==> config.mk <==
export PLATFORM = sky130hd
export DESIGN_NAME = mul_div_unit
export DESIGN_NICKNAME = d
export VERILOG_FILES = /design/src/rtl/mdu_pkg.sv /design/src/rtl/mdu_step.sv /design/src/rtl/mul_div_unit.sv
export SDC_FILE = /design/constraint.sdc
export NUM_CORES = 1
export LEC_CHECK = 0
export ABC_AREA = 1
export CORE_MARGIN = 2
export CORE_UTILIZATION = 45
export DETAILED_ROUTE_END_ITERATION = 16
export GPL_TIMING_DRIVEN = 0
export PLACE_DENSITY = 0.77
export SETUP_SLACK_MARGIN = 0.02
export SYNTH_ARGS = -nofsm -noshare
export SYNTH_HDL_FRONTEND = slang
export SYNTH_SLANG_ARGS = --single-unit
export TNS_END_PERCENT = 30
==> constraint.sdc <==
create_clock -name clock -period 5.6 [get_ports clock]
set_input_delay 1.12 -clock clock [delete_from_list [all_inputs] [get_ports clock]]
set_output_delay 1.12 -clock clock [all_outputs]
set_load 0.005 [all_outputs]
==> src/rtl/mdu_pkg.sv <==
// Shared types and sizes for the multiply/divide unit.
package mdu_pkg;
  localparam int WIDTH = 32;
  localparam int ITER  = 32;
  localparam int CNT_W = $clog2(ITER);

  typedef enum logic [1:0] {
    OP_MULT  = 2'b00,
    OP_MULTU = 2'b01,
    OP_DIV   = 2'b10,
    OP_DIVU  = 2'b11
  } mduOpT;

  typedef enum logic [1:0] {
    S_IDLE = 2'b00,
    S_RUN  = 2'b01,
    S_FIX  = 2'b10,
    S_DONE = 2'b11
  } mduStateT;

  // Magnitude of an operand; unsigned ops pass the raw value through.
  function automatic logic [WIDTH-1:0] absVal(input logic [WIDTH-1:0] v, input logic isSigned);
    return (isSigned && v[WIDTH-1]) ? -v : v;
  endfunction
endpackage

==> src/rtl/mdu_step.sv <==
// One radix-2 iteration: shift-add multiply or restoring shift-subtract divide.
// The divide path exists only when MDU_DIV_EN is defined.
module mdu_step
  import mdu_pkg::*;
(
  input  logic             isDiv,
  input  logic [WIDTH-1:0] accHi,
  input  logic [WIDTH-1:0] accLo,
  input  logic [WIDTH-1:0] operand,
  output logic [WIDTH-1:0] nextHi,
  output logic [WIDTH-1:0] nextLo
);
  logic [WIDTH:0] sum;
`ifdef MDU_DIV_EN
  logic [WIDTH:0]   remShift;
  logic [WIDTH-1:0] diff;
`else
  logic unusedIsDiv;
  assign unusedIsDiv = isDiv;
`endif

  // Multiply: add multiplicand when the low multiplier bit is set, then shift the pair right.
  // Divide: shift the remainder/quotient pair left and subtract the divisor if it fits.
  always_comb begin
    sum    = {1'b0, accHi} + (accLo[0] ? {1'b0, operand} : '0);
    nextHi = sum[WIDTH:1];
    nextLo = {sum[0], accLo[WIDTH-1:1]};
`ifdef MDU_DIV_EN
    remShift = {accHi, accLo[WIDTH-1]};
    // Result fits WIDTH bits whenever the subtraction is taken.
    diff     = remShift[WIDTH-1:0] - operand;
    if (isDiv) begin
      if (remShift >= {1'b0, operand}) begin
        nextHi = diff;
        nextLo = {accLo[WIDTH-2:0], 1'b1};
      end else begin
        nextHi = remShift[WIDTH-1:0];
        nextLo = {accLo[WIDTH-2:0], 1'b0};
      end
    end
`endif
  end
endmodule

==> src/rtl/mul_div_unit.sv <==
// Iterative 32-bit multiply/divide unit with HI/LO result registers.
// Define MDU_DIV_EN to build the DIV/DIVU datapath; otherwise divide
// requests complete immediately with no effect.
module mul_div_unit
  import mdu_pkg::*;
(
  input  logic        clock,
  input  logic        reset,
  input  logic        start,
  input  logic [1:0]  op,
  input  logic [31:0] a_in,
  input  logic [31:0] b_in,
  output logic        busy,
  output logic        done,
  output logic        div_zero,
  output logic [31:0] hi,
  output logic [31:0] lo
);
  mduStateT state, stateNext;
  mduOpT    opReg;
  logic [WIDTH-1:0] accHi, accLo, operand, stepHi, stepLo;
  logic [CNT_W-1:0] cnt;
  logic negA, negB, dzFlag;
  logic signedIn, divIn, skipRun;
  logic [2*WIDTH-1:0] prod, prodFix;
`ifdef MDU_DIV_EN
  logic bZero;
  logic [WIDTH-1:0] quoFix, remFix;
`endif

  assign signedIn = ~op[0];
  assign divIn    = op[1];
`ifdef MDU_DIV_EN
  assign bZero    = (b_in == '0);
  assign skipRun  = divIn & bZero;
`else
  assign skipRun  = divIn;
`endif

  mdu_step uStep (
    .isDiv  (opReg[1]),
    .accHi  (accHi),
    .accLo  (accLo),
    .operand(operand),
    .nextHi (stepHi),
    .nextLo (stepLo)
  );

  // State register.
  always_ff @(posedge clock or posedge reset) begin
    if (reset) state <= S_IDLE;
    else       state <= stateNext;
  end

  // Next-state: 32 RUN cycles, one FIX cycle, one DONE pulse; start only seen in IDLE.
  always_comb begin
    stateNext = state;
    case (state)
      S_IDLE:  if (start) stateNext = skipRun ? S_DONE : S_RUN;
      S_RUN:   if (cnt == CNT_W'(ITER-1)) stateNext = S_FIX;
      S_FIX:   stateNext = S_DONE;
      S_DONE:  stateNext = S_IDLE;
      default: stateNext = S_IDLE;
    endcase
  end

  // Sign correction of the magnitude result before it lands in HI/LO.
  always_comb begin
    prod    = {accHi, accLo};
    prodFix = (opReg == OP_MULT && (negA ^ negB)) ? -prod : prod;
`ifdef MDU_DIV_EN
    quoFix  = (opReg == OP_DIV && (negA ^ negB)) ? -accLo : accLo;
    remFix  = (opReg == OP_DIV && negA) ? -accHi : accHi;
`endif
  end

  // Operand capture, iteration and result write-back.
  always_ff @(posedge clock or posedge reset) begin
    if (reset) begin
      opReg   <= OP_MULT;
      accHi   <= '0;
      accLo   <= '0;
      operand <= '0;
      cnt     <= '0;
      negA    <= 1'b0;
      negB    <= 1'b0;
      dzFlag  <= 1'b0;
      hi      <= '0;
      lo      <= '0;
    end else begin
      case (state)
        S_IDLE: if (start) begin
          opReg   <= mduOpT'(op);
          accHi   <= '0;
          accLo   <= absVal(a_in, signedIn);
          operand <= absVal(b_in, signedIn);
          cnt     <= '0;
          negA    <= signedIn & a_in[WIDTH-1];
          negB    <= signedIn & b_in[WIDTH-1];
`ifdef MDU_DIV_EN
          dzFlag  <= divIn & bZero;
`else
          dzFlag  <= 1'b0;
`endif
        end
        S_RUN: begin
          accHi <= stepHi;
          accLo <= stepLo;
          cnt   <= cnt + 1'b1;
        end
        S_FIX: begin
`ifdef MDU_DIV_EN
          if (opReg[1]) begin
            hi <= remFix;
            lo <= quoFix;
          end else begin
            hi <= prodFix[2*WIDTH-1:WIDTH];
            lo <= prodFix[WIDTH-1:0];
          end
`else
          hi <= prodFix[2*WIDTH-1:WIDTH];
          lo <= prodFix[WIDTH-1:0];
`endif
        end
        default: ;
      endcase
    end
  end

  assign busy     = (state == S_RUN) || (state == S_FIX);
  assign done     = (state == S_DONE);
  assign div_zero = done & dzFlag;
endmodule

==> results of run 1 <==
-- power by group --
| group | internal [mW] | leakage, nW | switching (mW) | total (mW) |
|---|---|---|---|---|
| sequential | 1.78 | 2.18 | 0.582 | 2.36 |
| clock | 0.639 | 0.287 | 0.599 | 1.24 |
| combinational | 1.62 | 5.65 | 2.81 | 4.42 |
| total | 4.04 | 8.12 | 3.99 | 8.03 |
-- sequential cells by signal (all words and copies together) (netlist names) --
signal and cells:
accLo 32, operand 32, cnt 5, opReg 2
state 2, negB 1, accHi 32, hi 32
lo 32, negA 1
-- per-stage QoR --
step	power, mW	instance area, um^2	instances	setup WS, ps
3_3_place_gp	6.58	15100	2637	916
4_1_cts	7.94	15800	2673	2720
5_1_grt	8.67	15800	2673	2360
2_1_floorplan	5.04	13300	2119	2300
6_report	8.03	15800	2673	2720
3_5_place_dp	6.69	15200	2641	2350
-- critical path, stage by stage --
cell,delay [ps]
clkdlybuf4s50_1,550
nor2_2,500
inv_1,130
clkbuf_1,310
a21oi_1,250
xor2_1,240
o21bai_1,90
-- final timing paths --
kind / end / slack [ps] / cells past startpoint
worst min register to register: hi[17]$_DFFE_PP0P_ / 480 / 2
worst max-delay path: accLo[10]$_DFFE_PP0P_ / 2720 / 7
max in group asynchronous: accLo[3]$_DFFE_PP0P_ / 3650 / 4
worst min-delay path: hi[17]$_DFFE_PP0P_ / 480 / 2
worst max register to register: accHi[15]$_DFFE_PP0P_ / 2730 / 17
min in group asynchronous: accHi[20]$_DFFE_PP0P_ / 1140 / 2
-- cells by family (layout without fill, tap and decap cells) --
| logic type | count (synthesis) | in the layout | synth area share |
|---|---|---|---|
| simple gates | 1273 | 1273 | 0.400 |
| buf+inv | 355 | 525 | 0.105 |
| compound gates | 228 | 228 | 0.0992 |
| flops | 171 | 171 | 0.323 |
| xor+xnor | 49 | 49 | 0.0324 |
| fa+ha+maj | 42 | 42 | 0.0402 |
| other cells | 1 | 1 | 0.000283 |
-- cell usage in the layout (no fill, tap or decap), types with 5 or more instances in the layout --
| cell | synthesis | routed |
|---|---|---|
| clkbuf_16 | 0 | 17 |
| inv_1 | 291 | 290 |
| buf_2 | 15 | 15 |
| dfrtp_1 | 171 | 171 |
| nor2_1 | 242 | 242 |
| o21ai_0 | 102 | 102 |
| nand2_1 | 750 | 750 |
| nand4_1 | 23 | 23 |
| nand3b_1 | 11 | 11 |
| o221ai_1 | 10 | 10 |
| nand3_1 | 183 | 183 |
| nor3_1 | 13 | 13 |
| inv_8 | 0 | 5 |
| o211ai_1 | 11 | 11 |
| o22ai_1 | 15 | 15 |
| or2_2 | 5 | 5 |
| buf_4 | 5 | 5 |
| nor4_1 | 6 | 6 |
| clkbuf_1 | 34 | 34 |
| clkdlybuf4s50_1 | 0 | 134 |
| a21oi_1 | 46 | 46 |
| nor2_2 | 16 | 16 |
| xor2_1 | 47 | 47 |
| nor2_4 | 5 | 5 |
| a31oi_1 | 10 | 10 |
| nand2_2 | 10 | 10 |
| ha_1 | 41 | 41 |
| o21bai_1 | 13 | 13 |
| o21ai_1 | 8 | 8 |
-- routing by layer --
metal  part of all wire  vias up  global-route usage
met5                  0        -                   0
met4              0.020        0              0.0778
met3              0.075       69              0.0361
met2               0.44      636               0.455
met1               0.46     6487               0.418
li1                   -     7020                   -
-- final cells by class --
type / instances / area, um^2 / area share
multi-input combinational: 1593 / 7590 / 0.482
clock buffer: 17 / 425 / 0.0270
sequential: 171 / 4280 / 0.272
tap: 384 / 480 / 0.0305
inverter: 297 / 1120 / 0.0711
clock inverter: 15 / 170 / 0.0108
buffer: 58 / 272 / 0.0172
timing repair buffer: 138 / 1420 / 0.0902
==> metrics.md, run 1 <==
| Metric | Value |
|---|---|
| RSZ-0062 raised after global routing | false |
| Full die area | between 0.03 and 0.04 mm^2 |
| TritonCTS clock tree | done |
| Congestion Overflow GR | 0 |
| DP Wirelength | 35500 um |
| Largest cells by area after synthesis | dfrtp_1 32%, nand2_1 21%, inv_1 8.2%, nand3_1 6.9%, nor2_1 6.9% |
| Slew HR | 0.475 |
| Final Setup Violations | 0 |
| Post-synth EDFFs | 0 |
| Iter 0 DRT Violations | 1399 |
| Fill cells | between 2k and 3k |
| CTS Buf Count | 17 |
| Most frequent cell after synthesis | nand2_1 |
| Max clock buf depth | 2 |
| Post-synthesis cell type with the largest combined area | dfrtp_1 |
| RD Place Congestion | 0.966 |
| Run status | complete, no violations |
| Initial core utilization | 0.459 |
| Post-CTS resize count | 0 |
| Setup TNS | 0 ps |
| Final hold violation count | 0 |
| Total GRT Usage | 0.288 |
| Setup bufs post-CTS | 0 |
| Hold Startpoint | hi[17]$_DFFE_PP0P_ |
| # rows | 62 |
| Post-synth top cells | 750 x nand2_1, 291 x inv_1, 242 x nor2_1 |
| #FFs+latches synth | 171 |
| CP Class | in -> reg |
| Worst flop-to-flop path startpoint | accLo[0]$_DFFE_PP0P_ |
| Synthesized area | roughly 0.013 mm^2 |
| Main synth FF type | dfrtp_1 |
| Final #Nets | 2387 |
| Least-Margin Pin Slew | 788 ps |
| Detail Route Antenna Nets | 0 |
| F_max | 348 MHz |
| Max-cap violations | 0 |
| Power Density | 509 mW/mm^2 |
| Crit Path Max Fanout | 10 |
| Peak supply drop | 298 uV |
| Pleak | 8.12 nW |
| Worst Path Arrival | ~3200 ps |
| Antenna violations before repair | 0 |
| Die span in x | 176 um |
| Layout cells sized above 1 | 0.0476 |
| Setup crit start kind | input pin |
| Vias in the first global route | between 10k and 15k |
| Syn nets | 2230 |
| Drt pass-1 iters | 7 |
| Global-route wire length before repair | roughly 70000 um |
| Clk sink count | 171 |
| Crit share post-route | 0.514 |
| Vias after detailed routing | between 10k and 15k |
| H-tree levels | 4 |
| Worst Setup SP | op[0] |
| IO Count | 136 |
| Cell variety after synth | 49 |
| Final Util | 0.546 |
| Synth Area per Inst | 6.25 um^2 |
| Final Max Slew Viols | 0 |
| Clock-pin slew on the worst setup and hold paths | 80 ps |
| Via density per instance | approximately 5.3 |
| Worst Path Required | 5920 ps |
| Port bufs | roughly 130 |
| Clk_skew | 10.8 ps |
| Minimum clock period | 2880 ps |
| ANT cells | 0 |
| FFs w/ async S/R, synth | 1.00 |
| Fin Hold WS | 483 ps |
| # hold bufs at CTS | 0 |
| Post-route DRC | 0 |
| Synth warn | 0 |
| Clk root buf | clkbuf_16 |
| Top cell type's share of synthesized area | 0.323 |
| Area growth syn-to-layout | 18.9% |
| Crit. End Element | flip-flop |
| Post-synthesis sequential area ratio | 0.323 |
| Clk Latency, worst-skew pair | ~450 ps |
| Worst hold-check path type | reg -> reg |
| Die H | around 180 um |
| Largest net degree at the start of global routing | 45 |
| Drt total wl | about 44000 um |
| Core Box Area | 0.0289 mm^2 |
| Wire per inst | 16.4 um |
| Synthesized netlist cell count | 2119 |
No activity file was read; power rests on OpenSTA's default activity.
==> inputs of run 2 (changes only) <==
--- a/config.mk
+++ b/config.mk
@@ -10,7 +10,7 @@
 export CORE_UTILIZATION = 45
 export DETAILED_ROUTE_END_ITERATION = 16
 export GPL_TIMING_DRIVEN = 0
-export PLACE_DENSITY = 0.77
+export PLACE_DENSITY = 0.75
 export SETUP_SLACK_MARGIN = 0.02
 export SYNTH_ARGS = -nofsm -noshare
 export SYNTH_HDL_FRONTEND = slang
==> constraint.sdc (replaced) <==
create_clock -name clock -period 2.8 [get_ports clock]
set_input_delay 0.56 -clock clock [delete_from_list [all_inputs] [get_ports clock]]
set_output_delay 0.56 -clock clock [all_outputs]
set_load 0.005 [all_outputs]
==> run 2 against run 1 <==
Effect of this change: power increased by 99%; first-iteration DRC count decreased by 4.3%; largest power group unchanged; setup slack got worse by 2500 ps; global-route usage about the same; critical path depth increased by 9; sequential cell count unchanged; combinational power increased by 100%; non-clock buffer count decreased by 1; clock power increased by 92%; clock skew increased by 4.5 ps.
==> metrics.md, run 2 (same netlist as run 1, synthesis figures left out) <==
| Metric | Value |
|---|---|
| Run status | complete, no violations (unchanged) |
| Core Box Area | 0.0289 mm^2 (unchanged) |
| Crit share post-route | 0.924 |
| CP peak stage delay | 380 ps (was 550 ps) |
| Most common cell after layout, fill and taps aside | nand2_1 (unchanged) |
| Wire per inst | 16.5 um (was 16.4 um) |
| Multi-input logic area | 0.00759 mm^2 (unchanged) |
| RD Place Congestion | 0.953 (was 0.966) |
| Clk sink count | 171 (unchanged) |
| Least-Margin Pin Slew | 800 ps (was 788 ps) |
| Max layer used | met4 (unchanged) |
| Setup TNS | 0 ps (unchanged) |
| Peak supply drop | 732 uV (was 298 uV) |
| Final #Nets | 2386 (was 2387) |
| TritonCTS clock tree | done (unchanged) |
| Met1 WL | 20400 um (was 20300 um) |
| Crit. End Element | flip-flop (unchanged) |
| Worst hold-check path type | in -> async (was reg -> reg) |
| Via density per instance | 5.33 (was 5.32) |
| Crit-path leading delay family | simple AND/OR/NAND/NOR gates (was buffers and inverters) |
| Antenna violations before repair | 0 (unchanged) |
| ANT cells | 0 (unchanged) |
| Fin Hold WS | 477 ps (was 483 ps) |
| Fin area | 0.0157 mm^2 (was 0.0158 mm^2) |
| Post-route DRC | 0 (unchanged) |
| CP Class | reg -> reg (was in -> reg) |
| F_max | just under 400 MHz |
| Clock-pin slew on the worst setup and hold paths | 80 ps (about the same) |
| Commonest non-fill, non-tap cells in the layout | 750 x nand2_1, 290 x inv_1, 242 x nor2_1 (unchanged) |
| Die span in x | 176 um (unchanged) |
| Clk_skew | 15.3 ps (was 10.8 ps) |
| Detail Route Antenna Nets | 0 (unchanged) |
| Crit path cell chain | buf_6 -> nand2_1 -> inv_1 -> ha_1 -> inv_1 -> fa_1 -> inv_1 -> nand3_1 -> nand3_1 -> nand2_1 -> nand2_1 -> inv_1 -> o21ai_0 -> nand2_1 -> nand2_1 -> o21ai_0 (was clkdlybuf4s50_1 -> nor2_2 -> inv_1 -> clkbuf_1 -> a21oi_1 -> xor2_1 -> o21bai_1) |
| Setup crit start kind | flip-flop (was input pin) |
| Met2 WL | 19300 um (about the same) |
| CTS Buf Count | 17 (unchanged) |
| # rows | 62 (unchanged) |
| Drt pass-1 iters | 6 (was 7) |
| Worst Path Arrival | 2900 ps (was 3200 ps) |
| Worst Path Required | 3120 ps (was 5920 ps) |
| CP bufs+invs | 5 (was 3) |
| Minimum clock period | 2590 ps |
| DP Area | 0.0152 mm^2 (unchanged) |
| Total GRT Usage | 0.288 (about the same) |
| Vias in the first global route | 13.1k (was 13.3k) |
| FF/Latch Area | 0.00428 mm^2 (unchanged) |
| CP max-delay cell | fa_1 (was clkdlybuf4s50_1) |
| H-tree levels | 4 (unchanged) |
| Power Density | 1010 mW/mm^2 (was 509 mW/mm^2) |
| Layout cells sized above 1 | 0.0485 (was 0.0476) |
| Iter 0 DRT Violations | 1339 (was 1399) |
| Drt total wl | 44000 um (was 43800 um) |
| Setup bufs post-CTS | 0 (unchanged) |
| Vias after detailed routing | 14.2k (about the same) |
| Congestion Overflow GR | 0 (unchanged) |
| Final hold violation count | 0 (unchanged) |
| Final Max Slew Viols | 0 (unchanged) |
| Fill cells | 2899 (was 2946) |
| Clk Latency, worst-skew pair | 450 ps (about the same) |
| Port bufs | 134 (unchanged) |
| Final Setup Violations | 0 (unchanged) |
| Met3 wire len | 3340 um (was 3310 um) |
| Area growth syn-to-layout | 18.7% (was 18.9%) |
| Pleak | 8.11 nW (was 8.12 nW) |
| Global-route wire length before repair | 70000 um (was 70400 um) |
| # hold bufs at CTS | 0 (unchanged) |
| DP Wirelength | 35700 um (was 35500 um) |
| Crit Path Max Fanout | 15 (was 10) |
| Max clock buf depth | 2 (unchanged) |
| IO Count | 136 (unchanged) |
| Clk root buf | clkbuf_16 (unchanged) |
| Initial core utilization | 0.459 (unchanged) |
| Placed cells | 2641 (unchanged) |
| Max-cap violations | 0 (unchanged) |
| Final Non-Filler Cells | 2672 (was 2673) |
| Die H | 176 um (unchanged) |
| Full die area | 0.0308 mm^2 (unchanged) |
| Slew HR | 0.466 (was 0.475) |
| RSZ-0062 raised after global routing | false (unchanged) |
| Critical path's most frequent cell | nand2_1 |
| Largest net degree at the start of global routing | 45 (unchanged) |
run 2: cell types whose count changed in the layout (fill, tap and decap cells not counted), sizes merged:
cell	previous run	this run
clkinv	7	9
inv	301	299
bufinv	1	0
clkbuf	52	51
clkinvlp	3	4
run 2: worst paths after layout:
kind                                 startpoint                     to  slack (ps)  cells after the start
setup / recovery           accLo[0]$_DFFE_PP0P_  accHi[15]$_DFFE_PP0P_         210                     16
hold / removal                            reset     hi[23]$_DFFE_PP0P_         480                      2
setup reg to reg           accLo[0]$_DFFE_PP0P_  accHi[15]$_DFFE_PP0P_         210                     16
hold reg to reg              hi[25]$_DFFE_PP0P_     hi[25]$_DFFE_PP0P_         480                      2
max in group asynchronous                 reset  accLo[14]$_DFFE_PP0P_        1520                      4
min in group clock           hi[25]$_DFFE_PP0P_     hi[25]$_DFFE_PP0P_         480                      2
run 2: what timing repair did:
action,CTS,global route
endpoints found under the setup margin,2,4
gates resized for setup,0,4
cloned,0,0
run 2: per-stage QoR:
step	power (mW)	setup WS [ps]	utilization
after global routing	17.3	17.6	0.545
after detailed placement	13.4	-103	0.525
after floorplan	10.1	57.3	-
after global placement	13.2	-1340	0.523
after CTS	15.8	144	0.545
final	16.0	212	0.545
run 2: routing by layer:
layer / GRT usage / vias to the layer above
met2: 0.448 / 568
met4: 0.0809 / 0
met3: 0.0396 / 55
li1: - / 7013
met5: 0 / -
met1: 0.420 / 6610
run 2: cell type report:
type / instances / area share
buffer: 57 / 0.0172
clock buffer: 17 / 0.0270
clock inverter: 15 / 0.00970
inverter: 297 / 0.0712
multi-input combinational: 1593 / 0.482
sequential: 171 / 0.272
tap: 384 / 0.0305
timing repair buffer: 138 / 0.0903
run 2: power by group:
| part | leakage [nW] | internal [mW] | switching (mW) | total, mW |
|---|---|---|---|---|
| Clock | 0.274 | 1.19 | 1.19 | 2.38 |
| Sequential | 2.18 | 3.56 | 1.18 | 4.75 |
| Combinational | 5.65 | 3.23 | 5.60 | 8.83 |
| Total | 8.11 | 7.98 | 7.98 | 16.0 |
